<file path="config.mk">
export PLATFORM = sky130hd
export DESIGN_NAME = floating_point_multiplier
export DESIGN_NICKNAME = d
export VERILOG_FILES = /design/src/rtl/fp16_pkg.sv /design/src/rtl/fp16_round_pack.sv /design/src/rtl/floating_point_multiplier.sv
export SDC_FILE = /design/constraint.sdc
export NUM_CORES = 1
export LEC_CHECK = 0
export ABC_AREA = 1
export CAP_MARGIN = 20
export CORE_ASPECT_RATIO = 1.2
export CORE_MARGIN = 3
export CORE_UTILIZATION = 26
export CTS_CLUSTER_DIAMETER = 40
export DETAILED_ROUTE_END_ITERATION = 8
export GPL_TIMING_DRIVEN = 0
export PLACE_DENSITY_LB_ADDON = 0.05
export SETUP_SLACK_MARGIN = 0.02
export SYNTH_ARGS = -nofsm -noshare
export SYNTH_HDL_FRONTEND = slang
export SYNTH_SLANG_ARGS = --single-unit
</file>
<file path="constraint.sdc">
create_clock -name clk -period 7.5 [get_ports clk]
set_input_delay 1.125 -clock clk [delete_from_list [all_inputs] [get_ports clk]]
set_output_delay 1.125 -clock clk [all_outputs]
set_load 0.02 [all_outputs]
</file>
<file path="src/rtl/fp16_pkg.sv">
// Shared binary16 definitions for the PE multiply/accumulate datapath.
// Holds width constants, special encodings, operand classes and the unpack helper.
// Used by floating_point_multiplier and floating_point_adder alike.
package fp16_pkg;

   localparam int DATA_WIDTH = 16;
   localparam int EXP_WIDTH  = 5;
   localparam int MAN_WIDTH  = 10;
   localparam int EXP_BIAS   = 15;

   localparam logic [15:0] FP16_QNAN    = 16'h7E00;
   localparam logic [14:0] FP16_INF_MAG = 15'h7C00;

   typedef enum logic [1:0] {
      ZERO,
      NORMAL,
      INF,
      NAN
   } fp_class_t;

   // exp is kept signed so biased sums and under/overflow never wrap
   typedef struct packed {
      logic              sign;
      logic signed [6:0] exp;
      logic [10:0]       man;
      fp_class_t         cls;
   } fp16_unpacked_t;

   // Split a binary16 word; subnormals are classified as zero (flushed)
   function automatic fp16_unpacked_t fp16_unpack(input logic [15:0] x);
      fp16_unpacked_t u;
      logic [4:0]     e;
      e      = x[14:10];
      u.sign = x[15];
      u.exp  = $signed({2'b00, e});
      u.man  = {1'b1, x[9:0]};
      if (e == 5'd0) begin
         u.cls = ZERO;
      end else if (e == 5'h1F) begin
         u.cls = (x[9:0] == 10'd0) ? INF : NAN;
      end else begin
         u.cls = NORMAL;
      end
      return u;
   endfunction

   // Result class of a product, highest-priority special first
   function automatic fp_class_t fp16_mul_class(input fp_class_t ca, input fp_class_t cb);
      fp_class_t c;
      if (ca == NAN || cb == NAN || (ca == INF && cb == ZERO) || (ca == ZERO && cb == INF)) begin
         c = NAN;
      end else if (ca == INF || cb == INF) begin
         c = INF;
      end else if (ca == ZERO || cb == ZERO) begin
         c = ZERO;
      end else begin
         c = NORMAL;
      end
      return c;
   endfunction

endpackage

</file>
<file path="src/rtl/fp16_round_pack.sv">
// Normalize, round-to-nearest-even and pack a 22-bit 1.x/1x.x mantissa into binary16.
// Purely combinational (zero latency).
// No flow control; the enclosing pipeline stage owns stalls.
module fp16_round_pack
   import fp16_pkg::*;
(
   input  logic              [21:0] man_i,
   input  logic signed       [6:0]  exp_i,
   input  logic                     sign_i,
   input  fp_class_t                cls_i,
   output logic              [15:0] result_o
);

   logic              norm_hi;
   logic [9:0]        frac_t;
   logic              guard;
   logic              rnd;
   logic              sticky;
   logic              round_up;
   logic [10:0]       frac_r;
   logic signed [7:0] exp_n;
   logic signed [7:0] exp_f;

   // Normalize on bit 21, round with guard/round/sticky, then resolve specials
   always_comb begin
      norm_hi  = man_i[21];
      frac_t   = norm_hi ? man_i[20:11] : man_i[19:10];
      guard    = norm_hi ? man_i[10]    : man_i[9];
      rnd      = norm_hi ? man_i[9]     : man_i[8];
      sticky   = norm_hi ? (|man_i[8:0]) : (|man_i[7:0]);
      exp_n    = {exp_i[6], exp_i} + (norm_hi ? 8'sd1 : 8'sd0);
      round_up = guard & (rnd | sticky | frac_t[0]);
      frac_r   = {1'b0, frac_t} + {10'd0, round_up};
      // fraction carry-out means 1.111..1 rounded up to 10.0: fraction wraps to 0
      exp_f    = frac_r[10] ? (exp_n + 8'sd1) : exp_n;

      if (cls_i == NAN) begin
         result_o = FP16_QNAN;
      end else if (cls_i == INF) begin
         result_o = {sign_i, FP16_INF_MAG};
      end else if (cls_i == ZERO) begin
         result_o = {sign_i, 15'h0000};
      end else if (exp_f >= 8'sd31) begin
         result_o = {sign_i, FP16_INF_MAG};
      end else if (exp_f <= 8'sd0) begin
         result_o = {sign_i, 15'h0000};
      end else begin
         result_o = {sign_i, exp_f[4:0], frac_r[9:0]};
      end
   end

endmodule

</file>
<file path="src/rtl/floating_point_multiplier.sv">
// Pipelined binary16 multiplier feeding the PE accumulator (unpack, multiply, round/pack).
// Latency: 3 register stages; a pair sampled at edge N shows on result after edge N+2.
// en=0 freezes every stage and the outputs; bubbles shift a 0 valid bit through.
module floating_point_multiplier #(
   parameter int DATA_WIDTH = 16,
   parameter int EXP_WIDTH  = 5,
   parameter int MAN_WIDTH  = 10
) (
   input  logic                  clk,
   input  logic                  reset,
   input  logic                  en,
   input  logic                  valid_in,
   input  logic [DATA_WIDTH-1:0] a,
   input  logic [DATA_WIDTH-1:0] b,
   output logic [DATA_WIDTH-1:0] result,
   output logic                  valid_out
);

   import fp16_pkg::*;

   localparam int PROD_WIDTH = 2 * (MAN_WIDTH + 1);
   localparam int SEXP_WIDTH = EXP_WIDTH + 2;

   fp16_unpacked_t ua;
   fp16_unpacked_t ub;

   // S1: product sign, biased exponent sum, multiplicand mantissa, combined class
   fp16_unpacked_t         s1_d;
   fp16_unpacked_t         s1_q;
   logic [MAN_WIDTH:0]     s1_manb_d;
   logic [MAN_WIDTH:0]     s1_manb_q;
   logic                   s1_vld_q;

   // S2: raw 22-bit product plus pass-through sign/exponent/class
   logic [PROD_WIDTH-1:0]        s2_man_d;
   logic [PROD_WIDTH-1:0]        s2_man_q;
   logic signed [SEXP_WIDTH-1:0] s2_exp_q;
   logic                         s2_sign_q;
   fp_class_t                    s2_cls_q;
   logic                         s2_vld_q;

   // S3: packed result, only reloaded when a valid product arrives
   logic [DATA_WIDTH-1:0] rp_result;
   logic [DATA_WIDTH-1:0] result_d;
   logic [DATA_WIDTH-1:0] result_q;
   logic                  valid_q;

   // Unpack both operands and form the S1 next state
   always_comb begin
      ua          = fp16_unpack(a);
      ub          = fp16_unpack(b);
      s1_d.sign   = ua.sign ^ ub.sign;
      s1_d.exp    = ua.exp + ub.exp - 7'(EXP_BIAS);
      s1_d.man    = ua.man;
      s1_d.cls    = fp16_mul_class(ua.cls, ub.cls);
      s1_manb_d   = ub.man;
   end

   // S1 register: classify/unpack stage
   always_ff @(posedge clk or posedge reset) begin
      if (reset) begin
         s1_q      <= '0;
         s1_manb_q <= '0;
         s1_vld_q  <= 1'b0;
      end else if (en) begin
         s1_q      <= s1_d;
         s1_manb_q <= s1_manb_d;
         s1_vld_q  <= valid_in;
      end
   end

   // 11x11 unsigned mantissa product
   always_comb begin
      s2_man_d = PROD_WIDTH'(s1_q.man) * PROD_WIDTH'(s1_manb_q);
   end

   // S2 register: multiply stage
   always_ff @(posedge clk or posedge reset) begin
      if (reset) begin
         s2_man_q  <= '0;
         s2_exp_q  <= '0;
         s2_sign_q <= 1'b0;
         s2_cls_q  <= ZERO;
         s2_vld_q  <= 1'b0;
      end else if (en) begin
         s2_man_q  <= s2_man_d;
         s2_exp_q  <= s1_q.exp;
         s2_sign_q <= s1_q.sign;
         s2_cls_q  <= s1_q.cls;
         s2_vld_q  <= s1_vld_q;
      end
   end

   fp16_round_pack u_round_pack (
      .man_i    (s2_man_q),
      .exp_i    (s2_exp_q),
      .sign_i   (s2_sign_q),
      .cls_i    (s2_cls_q),
      .result_o (rp_result)
   );

   // Keep the last product visible through bubbles
   always_comb begin
      result_d = s2_vld_q ? rp_result : result_q;
   end

   // S3 register: output stage
   always_ff @(posedge clk or posedge reset) begin
      if (reset) begin
         result_q <= '0;
         valid_q  <= 1'b0;
      end else if (en) begin
         result_q <= result_d;
         valid_q  <= s2_vld_q;
      end
   end

   assign result    = result_q;
   assign valid_out = valid_q;

endmodule

</file>
==> implementation parameters <==
Parameter                              Value

Run status
  Outcome    completed

Synth
  Post-synth top area share    24.2%
  Area contributors post-synth    dfrtp_1, fa_1, nand2_1
  Sequential fraction of the synthesis area    24.2%
  Number of synthesized flops with an enable pin    0
  Unique cell type count in the Yosys netlist    40
  Avg Synthesized Cell Area    7.53 um2
  Post-Syn Nets    1,318
  Number of instances in the synthesized netlist    1,127
  Flops & latches, synth    82
  Most used flip-flop cell after synthesis    dfrtp_1
  Post-synthesis instance area    0.00849 mm2
  Async SR Flop Fraction    100%
  Count of synthesis-stage warnings from yosys    0
  Largest area contributor in the synthesized netlist    dfrtp_1

STA
  Tightest hold margin    464 ps
  Final setup violating endpoints    0
  Max Fclk    181 MHz
  Share of the cycle needed by the critical path after routing    73.8%
  Post-route minimum period    5530 ps
  Final Hold Vio Count    0
  Transition at the pin with the smallest max-transition slack    739 ps
  Slew headroom    50.7%
  Pins Over Slew Limit    0
  Setup TNS    0 ps
  Clock Skew    19.4 ps
  RSZ-0062 raised after global routing    false

Floorplanning
  Number of standard-cell rows in the floorplan    71
  Die width    171 um
  Core outline area    0.0318 mm2
  Height of the chip    204 um
  DIE AREA    0.0349 mm2
  Number of top-level pins    53
  Effective utilization at floorplan    26.7%

Cells and area
  N_diodes    0
  Share of layout cells above drive strength 1    4.35%
  Final #Nets    1,382
  Relative area change from synthesis to final layout    15.9%
  Finished Cell Area    0.00984 mm2
  Number of fill cells in the layout    3,513

Route
  Number of violations reported at the end of detailed-routing iteration 0    249
  Via density    4.31
  Iteration count of the initial detailed-routing pass    5
  Average wire length per cell after detail routing    14.7 um
  Vias    6,881
  Post-Route WL    23.5 mm
  DRC violations left    0
  Post-DRT Antenna Nets    0

Global routing
  Via count of the first global-routing pass    7,296
  Total congestion overflow after global routing    0
  Largest net degree at the start of global routing    63
  Tot GR Track Use    14.2%
  Antenna violations before repair    0
  First-pass GRT wire length    39.2 mm

Critical path
  Endpoint class of the critical path    flop
  Arrival time at the worst endpoint    5750 ps
  Crit path max fanout    10
  Launching element type of the critical path    flop
  Critical path class    reg -> reg
  Crit path required time    7720 ps

Placed design
  Routability cong.    0.763
  Placement Cell Area    0.00954 mm2
  IO buf count    52
  HPWL after detailed placement    19.5 mm

Pwr
  Cell leakage power    5.33 nW
  Power Density    332 mW/mm2
  Post-layout power    3.26 mW
  Worst supply voltage drop on vdd    0.000125 V

Clock network
  Cell at the root of the clock tree    clkbuf_16
  Gates resized, CTS repair    0
  Source-to-sink clock delay at the later pin of the worst-skew pair    350 ps
  TritonCTS buffer count    9
  Clock Tree Buf Depth    2
  H-Tree Level Count    3
  Sink count of the clock tree    82
  Number of buffers inserted to repair setup after CTS    0
  Clock transition time at the flip-flop clock pins of the worst setup and hold paths    80 ps
  Number of buffers inserted for hold repair after clock tree synthesis    0
  TritonCTS clock tree    yes

Run
  Maximum Capacitance Violations    0

Hold path
  Classification of the worst-slack hold path    reg -> reg
[cell families (layout without fill, tap and decap cells)]
family / after synthesis / after routing / synth area share (%)
xor gates and xnor gates: 24 / 24 / 2.48
AOI/OAI and AO/OA: 101 / 101 / 6.40
adders and majority gates: 155 / 155 / 30.0
and+or+nand+nor: 496 / 496 / 24.8
DFF: 82 / 82 / 24.2
buffers and inverters: 269 / 338 / 12.1
[cell usage in the layout, fill, tap and decap left out, types with 2 or more instances in the layout]
cell type	netlist	routed
nor2_4	3	3
nor4_1	7	7
o31ai_1	2	2
inv_8	0	3
o21ai_0	55	55
buf_6	2	2
xnor2_1	9	9
o21ai_2	2	2
nor2_1	36	36
a21oi_1	31	31
clkdlybuf4s50_1	0	52
fa_1	81	81
dfrtp_1	82	82
nor2_8	2	2
nand3_1	42	42
inv_1	224	223
nand2_4	3	3
clkbuf_1	37	37
nor3_1	7	7
xor2_1	15	15
nand3b_1	2	2
inv_2	3	3
clkinvlp_4	0	3
nand2_1	370	370
or2_2	5	5
nand2_2	8	8
ha_1	74	74
a31oi_1	3	3
nand4_1	8	8
clkbuf_16	0	9
[worst paths after layout]
path,start,end,slack (ps),cells after the start
hold / removal,s1_q[14],s2_exp_q[1],460,2
setup reg to reg,s1_q[10],s2_man_q[21],1970,17
min in group asynchronous,reset,s1_q[11],1080,2
setup / recovery,s1_q[10],s2_man_q[21],1970,17
hold reg to reg,s1_q[14],s2_exp_q[1],460,2
max in group asynchronous,reset,s2_man_q[6],5790,3
[Yosys cell counts, drive strengths merged, types with 9 or more instances]
| cell type | n |
|---|---|
| a21oi | 31 |
| clkbuf | 37 |
| dfrtp | 82 |
| fa | 81 |
| ha | 74 |
| inv | 227 |
| nand2 | 381 |
| nand3 | 44 |
| nand4 | 9 |
| nor2 | 41 |
| o21ai | 58 |
| xnor2 | 9 |
| xor2 | 15 |
[report_power, final]
group | switching (mW) | internal (mW)
logic | 1.33 | 0.845
clock network | 0.218 | 0.235
registers | 0.0732 | 0.559
total | 1.63 | 1.64
[registers in the layout, indices dropped and copies added (netlist names)]
register	flops
s1_q	21
s2_vld_q	1
s2_cls_q	2
s1_manb_q	10
s1_vld_q	1
s2_exp_q	7
valid_out	1
s2_sign_q	1
s2_man_q	22
result	16
[metrics by stage]
step / cells / util (%) / setup slack (ps)
after floorplan: 1127 / - / 2700
after global placement: 1580 / 29.9 / 1850
after detailed placement: 1581 / 30.0 / 1860
after CTS: 1597 / 30.9 / 1860
after global routing: 1597 / 30.9 / 1520
final: 1597 / 30.9 / 1970
[cell type report]
cell class                 instances  area, um2  area share (%)
inverter                         229        863            8.77
sequential                        82       2050            20.9
timing repair buffer              53        548            5.57
multi-input combinational        776       5410            55.0
clock inverter                     7       72.6           0.738
buffer                            40        169            1.72
tap                              401        502            5.10
clock buffer                       9        225            2.29
[worst max-delay path: stages, from the launching register on]
cell and delay (ps):
dfrtp_1 460, clkbuf_1 530, nand2_1 170, fa_1 560
inv_1 50, fa_1 540, fa_1 460, fa_1 530
fa_1 450, ha_1 380, nand2_1 130, nor2_1 100
inv_1 50, nor4_1 350, nand3_1 160, a31o_2 280
nand3_1 90, o21ai_0 90
[routing by layer]
metal / track usage (%) / up-vias / part of all wire [%]
met5: 0 / - / 0
met4: 2.30 / 0 / 0.69
met3: 1.33 / 11 / 1.6
li1: - / 3546 / -
met2: 27.0 / 53 / 53
met1: 17.6 / 3271 / 45
Note: power is estimated with default switching activity, not from simulation.
